[src/rtl/afifo_pkg.sv]
// Shared definitions for the afifo read-side burst controller.
// Holds default sizes, the FSM state encoding and the counter width.
package afifo_pkg;

    localparam int DSIZE_DEF = 8;
    localparam int ASIZE_DEF = 4;
    localparam int CNT_W     = ASIZE_DEF + 1;

    typedef enum logic [1:0] {
        ST_IDLE  = 2'd0,
        ST_RUN   = 2'd1,
        ST_DRAIN = 2'd2
    } state_t;

endpackage

[src/rtl/afifo_burst_reader_if.sv]
// Downstream valid/ready stream of the burst reader.
// master: m_data, m_valid out, m_ready in; slave is the mirror.
interface afifo_burst_reader_if
    import afifo_pkg::*;
#(
    parameter int DSIZE = DSIZE_DEF
);

    logic [DSIZE-1:0] m_data;
    logic             m_valid;
    logic             m_ready;

    modport master (
        output m_data,
        output m_valid,
        input  m_ready
    );

    modport slave (
        input  m_data,
        input  m_valid,
        output m_ready
    );

endinterface

[src/rtl/afifo_out_reg.sv]
// Single-entry valid/ready output register.
// Ports: load/d capture a word, m_ready drains it, slot_free allows a load.
module afifo_out_reg
    import afifo_pkg::*;
#(
    parameter int DSIZE = DSIZE_DEF
) (
    input  logic             rclk,
    input  logic             rrst_n,
    input  logic             load,
    input  logic [DSIZE-1:0] d,
    input  logic             m_ready,
    output logic [DSIZE-1:0] m_data,
    output logic             m_valid,
    output logic             slot_free
);

    // A load may replace the word that is leaving in the same cycle.
    assign slot_free = !m_valid || m_ready;

    always_ff @(posedge rclk or negedge rrst_n) begin
        if (!rrst_n) begin
            m_data  <= '0;
            m_valid <= 1'b0;
        end else if (load) begin
            m_data  <= d;
            m_valid <= 1'b1;
        end else if (m_valid && m_ready) begin
            m_valid <= 1'b0;
        end
    end

endmodule

[src/rtl/afifo_burst_reader.sv]
// Read-domain burst controller: pops burst_len words from afifo, streams them.
// Ports: rclk/rrst_n, start/burst_len, rdata/rempty/rinc, m (stream), busy/done/remaining.
module afifo_burst_reader
    import afifo_pkg::*;
#(
    parameter int DSIZE = DSIZE_DEF,
    parameter int ASIZE = ASIZE_DEF
) (
    input  logic               rclk,
    input  logic               rrst_n,
    input  logic               start,
    input  logic [ASIZE:0]     burst_len,
    input  logic [DSIZE-1:0]   rdata,
    input  logic               rempty,
    output logic               rinc,
    output logic               busy,
    output logic               done,
    output logic [ASIZE:0]     remaining,
    afifo_burst_reader_if.master m
);

    localparam int CW = ASIZE + 1;

    state_t           state;
    logic             slot_free;
    logic [DSIZE-1:0] q_data;
    logic             q_valid;

    // Combinational so a reset or an empty flag kills the pop instantly.
    assign rinc = (state == ST_RUN)
               && (remaining != '0)
               && !rempty
               && slot_free;

    afifo_out_reg #(
        .DSIZE (DSIZE)
    ) u_out (
        .rclk      (rclk),
        .rrst_n    (rrst_n),
        .load      (rinc),
        .d         (rdata),
        .m_ready   (m.m_ready),
        .m_data    (q_data),
        .m_valid   (q_valid),
        .slot_free (slot_free)
    );

    assign m.m_data  = q_data;
    assign m.m_valid = q_valid;

    always_ff @(posedge rclk or negedge rrst_n) begin
        if (!rrst_n) begin
            state     <= ST_IDLE;
            busy      <= 1'b0;
            done      <= 1'b0;
            remaining <= '0;
        end else begin
            done <= 1'b0;
            unique case (state)
                ST_IDLE: begin
                    if (start) begin
                        if (burst_len != '0) begin
                            remaining <= burst_len;
                            state     <= ST_RUN;
                            busy      <= 1'b1;
                        end else begin
                            done <= 1'b1;
                        end
                    end
                end
                ST_RUN: begin
                    if (rinc) begin
                        remaining <= remaining - 1'b1;
                        if (remaining == CW'(1)) begin
                            state <= ST_DRAIN;
                        end
                    end
                end
                ST_DRAIN: begin
                    // Only the last word can be in the register here.
                    if (q_valid && m.m_ready) begin
                        state <= ST_IDLE;
                        busy  <= 1'b0;
                        done  <= 1'b1;
                    end
                end
                default: begin
                    state <= ST_IDLE;
                    busy  <= 1'b0;
                end
            endcase
        end
    end

endmodule

[src/flat_wrapper.sv]
// flat-port wrapper written by rule: the top's interface ports become plain ports
module afifo_burst_reader_flat import afifo_pkg::*;
#(
    parameter int DSIZE = DSIZE_DEF,
    parameter int ASIZE = ASIZE_DEF
)
  (rclk, rrst_n, start, burst_len, rdata, rempty, rinc, busy, done, remaining, m_m_data, m_m_valid, m_m_ready);
  afifo_burst_reader_if #(.DSIZE(DSIZE)) m_i ();
  input  logic rclk;
  input  logic rrst_n;
  input  logic start;
  input  logic [ASIZE:0] burst_len;
  input  logic [DSIZE-1:0] rdata;
  input  logic rempty;
  output logic rinc;
  output logic busy;
  output logic done;
  output logic [ASIZE:0] remaining;
  output wire logic [$bits(m_i.m_data)-1:0] m_m_data;
  output wire logic [$bits(m_i.m_valid)-1:0] m_m_valid;
  input wire logic [$bits(m_i.m_ready)-1:0] m_m_ready;
  assign m_m_data = m_i.m_data;
  assign m_m_valid = m_i.m_valid;
  assign m_i.m_ready = m_m_ready;
  afifo_burst_reader #(.DSIZE(DSIZE), .ASIZE(ASIZE)) u_core (.rclk(rclk), .rrst_n(rrst_n), .start(start), .burst_len(burst_len), .rdata(rdata), .rempty(rempty), .rinc(rinc), .busy(busy), .done(done), .remaining(remaining), .m(m_i));
endmodule
[config.mk]
export PLATFORM = sky130hd
export DESIGN_NAME = afifo_burst_reader_flat
export DESIGN_NICKNAME = d
export VERILOG_FILES = /design/src/rtl/afifo_pkg.sv /design/src/rtl/afifo_burst_reader_if.sv /design/src/rtl/afifo_out_reg.sv /design/src/rtl/afifo_burst_reader.sv /design/src/flat_wrapper.sv
export SDC_FILE = /design/constraint.sdc
export NUM_CORES = 1
export LEC_CHECK = 0
export BUFFER_PORTS_ARGS = -buffer_cell sky130_fd_sc_hd__buf_2
export CAP_MARGIN = 20
export CORE_ASPECT_RATIO = 1.2
export CORE_MARGIN = 1.5
export CORE_UTILIZATION = 30
export DETAILED_ROUTE_END_ITERATION = 12
export PLACE_DENSITY_LB_ADDON = 0.2
export SYNTH_ARGS = -nofsm -noshare
export SYNTH_HDL_FRONTEND = slang
export SYNTH_SLANG_ARGS = --single-unit
[constraint.sdc]
create_clock -name rclk -period 1.6 [get_ports rclk]
set_clock_uncertainty 0.05 [all_clocks]
set_input_delay 0.24 -clock rclk [delete_from_list [all_inputs] [get_ports rclk]]
set_output_delay 0.24 -clock rclk [all_outputs]
set_load 0.05 [all_outputs]
==> metrics.csv, run 1 <==
metric,value,unit
period_share,113.8,%
async_reset_ff_share,100.0,%
timing.fmax,0.5493,GHz
violations,negative setup slack,
grt.total_usage,14.92,%
drt_iter0_drc,10,
placed_area,1286,sq um
leakagePower,0.7386,nW
drive_gt1_share,50.31,%
num_io_pins,35,
setup_ws,-220.7,ps
synth-seq-cells,18,
wirelength,2364,um
drc,0,
switching_share,50.41,%
arrival,1530,ps
insertion_delay,290,ps
regArea,455.4,sq um
power.share.clock,8.3,%
max_slew.worst_pin.slew,403.8,ps
first_global_vias,872,
gr-usage-met3,2.336,%
viasPerCell,4.670,
finalSetupViolCount,16,
multi_input_area,466.7,sq um
numPortBuffers,34,
cts_buffer_depth,2,
pre_cts_ws,-108.9,ps
start_kind,register,
dieArea,3452,sq um
power.net_switching,0.001722,W
num_rows,22,
pwr-share-comb,68.7,%
globalRoute.totalOverflow,0,
power.density,2391,nW/um^2
hpwl,1774,um
internal_power,0.001694,W
met2_usage,25.00,%
start_util,31.07,%
antenna_found_initial,0,
syn_area,932.1,sq um
final_area,1429,sq um
fin_nets,183,
hold_violations,0,
wire_per_inst,12.00,um
max-vdd-ir-drop,0.0009222,V
min_period,1821,ps
layout_common_cells,"33 x buf_2, 24 x nand2_1, 23 x buf_4, 14 x dfrtp_1",
postRouteAntennaNets,0,
outcome,finished with violations,
cap_violations,0,
die_x,53.89,um
dr_total_vias,920,
antenna_cells,0,
ys_types,32,
grt_max_degree,19,
area_growth,53.29,%
cts_htree_levels,1,
drv_slew,0,
layout_commonest_cell,buf_2,
synthFlopType,dfrtp_1,
synth.avg_cell_area,9.321,sq um
synth_warnings,0,
fp.dieH,64.06,um
rsz0062_at_grt,true,
use_met1,19.44,%
cts_root_buf,clkbuf_4,
cts_tree,yes,
grt_pass1_wl,3891,um
synth_seq_area_share,48.32,%
place.gp.congestion,0.7890,
path_max_fanout,2,
crit_type,register to output pin,
crit_path_end_kind,output pin,
finalPower,0.003416,W
synth_edf_count,0,
grt.busiest_layer,met2,
cts.sinks,18,
seq_power_share,23.0,%
fillCellCount,306,
numCtsBuffers,3,
slew_headroom,73.08,%
syn_nets,121,
min_path_type,primary input to register,
hold_slack,82.94,ps
critical_path_required,1310,ps
drt_first_pass_iters,5,
netlist_instances,100,
core-area,3000,sq um
clk_pin_slew,110,ps
==> final cells by class <==
class	count	share of cell area (%)
Clock buffer	4	2.539
Multi-Input combinational cell	71	32.66
Inverter	7	2.014
Timing Repair Buffer	61	27.76
Sequential cell	18	31.87
Tap cell	36	3.152
==> cells by family (layout without fill, tap and decap cells) <==
logic type | after synthesis | after routing | share of synthesized area (%)
multiplexers | 1 | 1 | 1.074
AO/OA/AOI/OAI | 22 | 22 | 17.18
flip-flops | 18 | 18 | 48.32
buffers and inverters | 11 | 72 | 6.173
adder cells (fa/ha/maj) | 3 | 3 | 4.027
AND/OR/NAND/NOR | 45 | 45 | 23.22
==> registers in the layout (all words and copies together) (netlist names) <==
name,flops
u_core.u_out.m_data,8
u_core.u_out.m_valid,1
u_core.done,1
u_core.busy,1
u_core.state,2
u_core.remaining,5
==> final timing paths <==
check,slack (ps),endpoint,cells after the start,start
setup reg to reg,-170,u_core.remaining[2],6,u_core.remaining[0]
setup / recovery,-220,rinc,5,u_core.remaining[0]
min in group asynchronous,340,u_core.busy,2,rrst_n
hold / removal,80,u_core.u_out.m_data[1],3,rdata[1]
hold reg to reg,440,u_core.u_out.m_data[2],2,u_core.u_out.m_data[2]
max in group asynchronous,840,u_core.remaining[2],2,rrst_n
==> cells in the mapped netlist (2+ instances only) <==
master | number | share of area, %
nand2_1 | 26 | 10
dfrtp_1 | 18 | 48
a21oi_1 | 6 | 3.2
inv_1 | 6 | 2.4
nor2_1 | 5 | 2.0
ha_1 | 3 | 4.0
a2111o_1 | 2 | 2.4
a211oi_1 | 2 | 1.6
a22oi_1 | 2 | 1.6
a31oi_1 | 2 | 1.3
and2_1 | 2 | 1.3
and3_1 | 2 | 1.3
buf_6 | 2 | 2.4
nor2b_1 | 2 | 1.3
nor3_1 | 2 | 1.1
o2bb2ai_1 | 2 | 1.9
==> layer usage <==
metal  part of all wire [%]  up-vias  wire [um]
met3                    4.6        2        109
met2                     52       18       1229
met4                   0.76        0         18
met5                      0        -          0
li1                       -      468          -
met1                     43      432       1006
==> critical path, stage by stage, from the launching register on <==
cell      delay, ps
dfrtp_2         380
inv_2            50
ha_4            150
a2111o_1        420
inv_4            90
buf_8           140
==> power by group through the flow <==
| stage | Combinational, W | Clock (W) | Sequential (W) |
|---|---|---|---|
| after detailed placement | 0.00213 | 0 | 0.000792 |
| after CTS | 0.00223 | 0.000295 | 0.000789 |
| after global placement | 0.00212 | 0 | 0.000782 |
| final | 0.00235 | 0.000284 | 0.000786 |
| after floorplan | 0.000805 | 0 | 0.00148 |
| after global routing | 0.00253 | 0.000314 | 0.000814 |
==> per-stage QoR <==
stage / setup TNS [ps] / instances / util (%)
after floorplan: -3283 / 100 / -
after global placement: -304.5 / 186 / 42.87
after detailed placement: -556.5 / 186 / 42.87
after CTS: -1040 / 194 / 45.91
after global routing: -2173 / 197 / 47.62
final: -1234 / 197 / 47.62
==> timing repair <==
action,in CTS,in global routing
gates resized for setup,6,7
hold buffers,1,0
endpoints found under the hold margin,18,0
endpoints found under the setup margin,8,16
pin swaps,2,2
buffers inserted,3,3
Power figures use the tool's default switching activity.
==> run 2: changes to the inputs <==
--- a/config.mk
+++ b/config.mk
@@ -14,4 +14,5 @@
 export PLACE_DENSITY_LB_ADDON = 0.2
 export SYNTH_ARGS = -nofsm -noshare
 export SYNTH_HDL_FRONTEND = slang
+export SYNTH_HIERARCHICAL = 1
 export SYNTH_SLANG_ARGS = --single-unit
==> metrics.csv, run 2 <==
metric,value,unit,change
layout_common_cells,"33 x buf_2, 13 x buf_4, 12 x dfrtp_1, 9 x nand2_1, 8 x mux2_4",,"was 33 x buf_2, 24 x nand2_1, 23 x buf_4, 14 x dfrtp_1"
area_growth,47.50,%,was 53.29%
final_util,47.62,%,about the same
synth_edf_count,0,,unchanged
slew_headroom,73.01,%,was 73.08%
max_slew.worst_pin.slew,404.9,ps,was 403.8 ps
cts_buffer_depth,2,,unchanged
final-instance-count-excl-fill,164,,was 197
numCtsBuffers,3,,unchanged
fp.dieH,63.82,um,was 64.06 um
antenna_found_initial,0,,unchanged
arrival,1280,ps,was 1530 ps
setup_ws,26.59,ps,was -220.7 ps
top_register,u_core/u_out/m_data,,was u_core.u_out.m_data
placed_cells,157,,was 186
final_area,1364,sq um,was 1429 sq um
synth_most_common_cell,dfrtp_1,,was nand2_1
start_kind,register,,unchanged
drv_slew,0,,unchanged
numPortBuffers,34,,unchanged
die_x,53.68,um,was 53.89 um
wirelength,2163,um,was 2364 um
syn_area,924.6,sq um,was 932.1 sq um
layout_commonest_cell,buf_2,,unchanged
period_share,98.34,%,was 113.8%
hold_violations,0,,unchanged
cts_root_buf,clkbuf_4,,unchanged
finalSetupViolCount,0,,was 16
synthTopCellsByArea,"dfrtp_1 49%, mux2_4 13%, ha_1 4.1%",,"was dfrtp_1 48%, nand2_1 10%, ha_1 4.0%"
grt_max_degree,19,,unchanged
crit_type,register to output pin,,unchanged
largest_reg_flops,8,,unchanged
power.density,2308,nW/um^2,was 2391 nW/um^2
first_global_vias,828,,was 872
cpPeakStageDelay,440,ps,was 420 ps
synth_seq_area_share,48.71,%,was 48.32%
leakagePower,0.6445,nW,was 0.7386 nW
insertion_delay,290,ps,about the same
globalRoute.totalOverflow,0,,unchanged
finalSetupTns,0,ps,was -1234 ps
cts_htree_levels,1,,unchanged
grt_pass1_wl,3726,um,was 3891 um
cts.sinks,18,,unchanged
synth_warnings,6,,was 0
path_max_fanout,3,,was 2
crit_path_end_kind,output pin,,unchanged
syn_nets,101,,was 121
min_path_type,primary input to register,,unchanged
num_io_pins,35,,unchanged
place.gp.congestion,0.8956,,was 0.7890
pre_cts_ws,14.62,ps,was -108.9 ps
ys_types,26,,was 32
drive_gt1_share,59.23,%,was 50.31%
rsz0062_at_grt,true,,unchanged
placed_area,1287,sq um,was 1286 sq um
cts_tree,yes,,unchanged
hpwl,1681,um,was 1774 um
critical_path_required,1310,ps,about the same
synth.top_cell.area_share,48.71,%,was 48.32%
dieArea,3426,sq um,was 3452 sq um
drt_iter0_drc,10,,unchanged
crit_chain,nand2b_4 -> nand4bb_4 -> a21oi_4 -> buf_6,,was inv_2 -> ha_4 -> a2111o_1 -> inv_4 -> buf_8
crit_slowest_cell,dfrtp_2,,was a2111o_1
dr_total_vias,804,,was 920
antenna_cells,0,,unchanged
netlist_instances,80,,was 100
drc,0,,unchanged
synth.top_cells.by_count,"18 x dfrtp_1, 9 x nand2_1, 8 x mux2_4",,"was 26 x nand2_1, 18 x dfrtp_1, 6 x a21oi_1, 6 x inv_1, 5 x nor2_1"
fillCellCount,284,,was 306
outcome,"complete, no violations",,was finished with violations
timing.fmax,0.6356,GHz,was 0.5493 GHz
synth-seq-cells,18,,unchanged
grt.total_usage,14.97,%,was 14.92%
num_rows,21,,was 22
core-area,2864,sq um,was 3000 sq um
wire_per_inst,13.19,um,was 12.00 um
async_reset_ff_share,100.0,%,unchanged
fin_nets,152,,was 183
yosysTopAreaCell,dfrtp_1,,unchanged
cap_violations,0,,unchanged
max-vdd-ir-drop,0.001101,V,was 0.0009222 V
reg_top3,"u_core/u_out/m_data (8), u_core/remaining (5), u_core/state (2)",,"was u_core.u_out.m_data (8), u_core.remaining (5), u_core.state (2)"
min_period,1573,ps,was 1821 ps
drt_first_pass_iters,4,,was 5
synthFlopType,dfrtp_1,,unchanged
synth.avg_cell_area,11.56,sq um,was 9.321 sq um
postRouteAntennaNets,0,,unchanged
start_util,32.28,%,was 31.07%
clk_pin_slew,110,ps,about the same
viasPerCell,4.902,,was 4.670
[run 2: changes by cell type after synthesis, sizes merged, moves of 3 or more]
cell / change
nand2: -17
inv: -3
nand2b: +4
mux2: +8
o21ai: +4
[run 2: what timing repair did]
item                                   in CTS  in global routing
setup endpoints to repair                   1                 11
endpoints found under the hold margin      18                  0
setup buffers                               2                  0
hold buffers                                1                  0
gates resized for setup                     3                  1
[run 2: logic make-up (layout without fill, tap and decap cells)]
| kind of cell | Yosys count | count (layout) | synth area share [%] |
|---|---|---|---|
| buf+inv | 7 | 57 | 3.787 |
| fa+ha+maj | 3 | 3 | 4.060 |
| mux | 10 | 10 | 15.16 |
| flops | 18 | 18 | 48.71 |
| compound gates | 14 | 14 | 10.15 |
| simple gates | 28 | 28 | 18.13 |
[run 2: area by class of cell]
type | count | area, sq um | area share (%)
multi-input combinational | 55 | 505.5 | 37.06
sequential | 18 | 457.9 | 33.58
timing repair buffer | 49 | 304.0 | 22.29
tap | 34 | 42.54 | 3.119
clock buffer | 4 | 36.28 | 2.661
inverter | 4 | 17.52 | 1.284
[run 2: path summary, 6_finish.rpt]
| path | end | slack [ps] | startpoint | cells past startpoint |
|---|---|---|---|---|
| max | rinc | 30 | u_core/u_out/m_valid | 4 |
| min | u_core/u_out/m_data[2] | 120 | rdata[2] | 2 |
| max reg2reg | u_core/u_out/m_data[4] | 40 | u_core/u_out/m_valid | 6 |
| min reg2reg | u_core/u_out/m_data[3] | 460 | u_core/u_out/m_data[3] | 1 |
| max in group asynchronous | u_core/remaining[1] | 830 | rrst_n | 2 |
| min in group asynchronous | u_core/u_out/m_data[0] | 360 | rrst_n | 2 |
[run 2: critical path, delay by kind of cell, from the launching register on]
| kind | cells | cell delay [ps] |
|---|---|---|
| compound gates | 1 | 160 |
| simple gates | 2 | 210 |
| flops | 1 | 440 |
| buf+inv | 1 | 180 |
[run 2: through the flow]
stage	hold WS (ps)	total power, W
2_1_floorplan	-105.6	0.002262
3_3_place_gp	144.7	0.002802
3_5_place_dp	152.0	0.002823
4_1_cts	106.5	0.003177
5_1_grt	109.8	0.003359
6_report	120.6	0.003147
[run 2: layer usage]
metal / GRT usage, % / routed length (um)
met1: 19.36 / 956
met5: 0 / 0
met2: 24.54 / 1069
met3: 2.103 / 115
met4: 5.769 / 21
[run 2: power breakdown]
part	internal [W]	switching, W	total, W
logic	0.000788	0.00124	0.00203
clock network	0.000138	0.000138	0.000276
registers	0.000672	0.000172	0.000845
==> run 3: changes to the inputs <==
--- a/config.mk
+++ b/config.mk
@@ -12,6 +12,7 @@
 export CORE_UTILIZATION = 30
 export DETAILED_ROUTE_END_ITERATION = 12
 export PLACE_DENSITY_LB_ADDON = 0.2
+export REMOVE_ABC_BUFFERS = 1
 export SYNTH_ARGS = -nofsm -noshare
 export SYNTH_HDL_FRONTEND = slang
 export SYNTH_HIERARCHICAL = 1
==> metrics.csv, run 3 (same netlist as run 2, synthesis figures left out) <==
metric,value,unit,change
outcome,finished with violations,,"was complete, no violations"
r2r_end,u_core/remaining[4],,was u_core/u_out/m_data[4]
slew_headroom,72.12,%,was 73.01%
numPortBuffers,34,,unchanged
wire_per_inst,13.87,um,was 13.19 um
cpPeakStageDelay,400,ps,was 440 ps
rsz0062_at_grt,true,,unchanged
drive_gt1_share,58.22,%,was 59.23%
wirelength,2496,um,was 2163 um
hold_violations,0,,unchanged
crit_chain,nand2b_1 -> nand4bb_1 -> a21oi_2 -> buf_6 -> buf_8,,was nand2b_4 -> nand4bb_4 -> a21oi_4 -> buf_6
largest_reg_flops,8,,unchanged
cp.buffers_inverters,2,,was 1
fp.dieH,63.82,um,unchanged
grt.total_usage,16.05,%,was 14.97%
cts_buffer_depth,2,,unchanged
min_path_type,primary input to register,,unchanged
finalSetupViolCount,12,,was 0
violations,negative setup slack,,
reg2reg_slack,-90,ps,was 40 ps
final_util,51.20,%,was 47.62%
max-vdd-ir-drop,0.001183,V,was 0.001101 V
dr_total_vias,877,,was 804
start_util,32.28,%,unchanged
drt_first_pass_iters,4,,unchanged
top_register,u_core/u_out/m_data,,unchanged
grt_max_degree,19,,unchanged
leakagePower,0.7306,nW,was 0.6445 nW
crit_cells,5,,was 4
crit_path_end_kind,output pin,,unchanged
postRouteAntennaNets,0,,unchanged
reg_top3,"u_core/u_out/m_data (8), u_core/remaining (5), u_core/state (2)",,unchanged
area_growth,58.59,%,was 47.50%
min_period,1701,ps,was 1573 ps
setup_ws,-100.8,ps,was 26.59 ps
layout_common_cells,"33 x buf_2, 23 x buf_4, 18 x dfrtp_1, 9 x nand2_1, 8 x mux2_4",,"was 33 x buf_2, 13 x buf_4, 12 x dfrtp_1, 9 x nand2_1, 8 x mux2_4"
antenna_found_initial,0,,unchanged
cts_root_buf,clkbuf_4,,unchanged
timing.rr.start,u_core/u_out/m_valid,,unchanged
path_max_fanout,4,,was 3
final_area,1466,sq um,was 1364 sq um
crit_type,register to output pin,,unchanged
r2r_cells,5,,was 6
antenna_cells,0,,unchanged
timing.fmax,0.5879,GHz,was 0.6356 GHz
viasPerCell,4.872,,was 4.902
critical_path.top_delay_family,flip-flops,,unchanged
cts_htree_levels,1,,unchanged
fillCellCount,272,,was 284
drc,0,,unchanged
core-area,2864,sq um,unchanged
num_rows,21,,unchanged
drt_iter0_drc,14,,was 10
critical_path_required,1310,ps,about the same
grt_pass1_wl,4036,um,was 3726 um
cap_violations,0,,unchanged
power.density,2273,nW/um^2,was 2308 nW/um^2
fin_nets,168,,was 152
clk_pin_slew,110,ps,about the same
dieArea,3426,sq um,unchanged
crit_slowest_cell,dfrtp_1,,was dfrtp_2
globalRoute.totalOverflow,0,,unchanged
worstSetupStartpoint,u_core/u_out/m_valid,,unchanged
critPathCapture,rinc,,unchanged
insertion_delay,300,ps,was 290 ps
max_slew.worst_pin.slew,412.5,ps,was 404.9 ps
cts.sinks,18,,unchanged
cts_tree,yes,,unchanged
start_kind,register,,unchanged
die_x,53.68,um,unchanged
hpwl,1656,um,was 1681 um
pre_cts_ws,-40.88,ps,was 14.62 ps
layout_commonest_cell,buf_2,,unchanged
place.gp.congestion,0.7697,,was 0.8956
period_share,106.3,%,was 98.34%
num_io_pins,35,,unchanged
placed_area,1242,sq um,was 1287 sq um
arrival,1410,ps,was 1280 ps
first_global_vias,842,,was 828
drv_slew,0,,unchanged
numCtsBuffers,3,,unchanged
run 3: cell count changes in the layout (fill, tap and decap cells not counted), sizes merged:
cell | before | now
buf | 48 | 64
run 3: metal layers:
metal,part of all wire [%],GRT usage (%),vias up
met5,0,0,-
met4,1.8,4.808,0
met3,6.5,3.037,4
met2,46,25.76,37
met1,45,21.41,419
li1,-,-,417
run 3: layout make-up:
type                            count  area, sq um  share of cell area (%)
Multi-Input combinational cell     55        476.7                   32.51
Timing Repair Buffer               65        445.4                   30.38
Tap cell                           34        42.54                   2.901
Sequential cell                    18        450.4                   30.72
Clock buffer                        4        36.28                   2.474
Inverter                            4        15.01                   1.024
run 3: what timing repair did:
action,in CTS,in global routing
pin swaps,3,5
resized for setup,12,7
hold buffers,1,0
endpoints found under the setup margin,9,15
buffers inserted,14,6
endpoints found under the hold margin,18,0
run 3: power breakdown:
part           internal [W]  switching, W  total (W)
clock              0.000139      0.000142   0.000281
combinational      0.000938       0.00132    0.00226
sequential         0.000658      0.000131   0.000789
run 3: worst min path at each step:
stage / startpoint / endpoint / slack [ps] / depth (start not counted)
floorplan: rrst_n / u_core/busy / -110 / 0
global placement: rrst_n / u_core/u_out/m_data[0] / 150 / 1
detailed placement: rrst_n / u_core/u_out/m_data[6] / 140 / 1
CTS: rdata[5] / u_core/u_out/m_data[5] / 120 / 2
global route: rdata[0] / u_core/u_out/m_data[0] / 90 / 2
finish: rdata[5] / u_core/u_out/m_data[5] / 110 / 2
run 3: metrics by stage:
step | hold WS, ps | setup TNS, ps | instances | total power (W)
after CTS | 118.2 | -293.5 | 178 | 0.003221
after detailed placement | 144.7 | -176.0 | 160 | 0.002711
final | 114.0 | -657.1 | 180 | 0.003332
after floorplan | -105.6 | -22240 | 77 | 0.002114
after global routing | 89.33 | -2090 | 180 | 0.003542
after global placement | 146.8 | -85.32 | 160 | 0.002704
run 3: worst register-to-register path, stage by stage, from the launching register on:
cell	delay (ps)
dfrtp_1	400
nand2b_1	120
nand4bb_1	150
buf_4	170
or4b_1	460
a32o_1	260
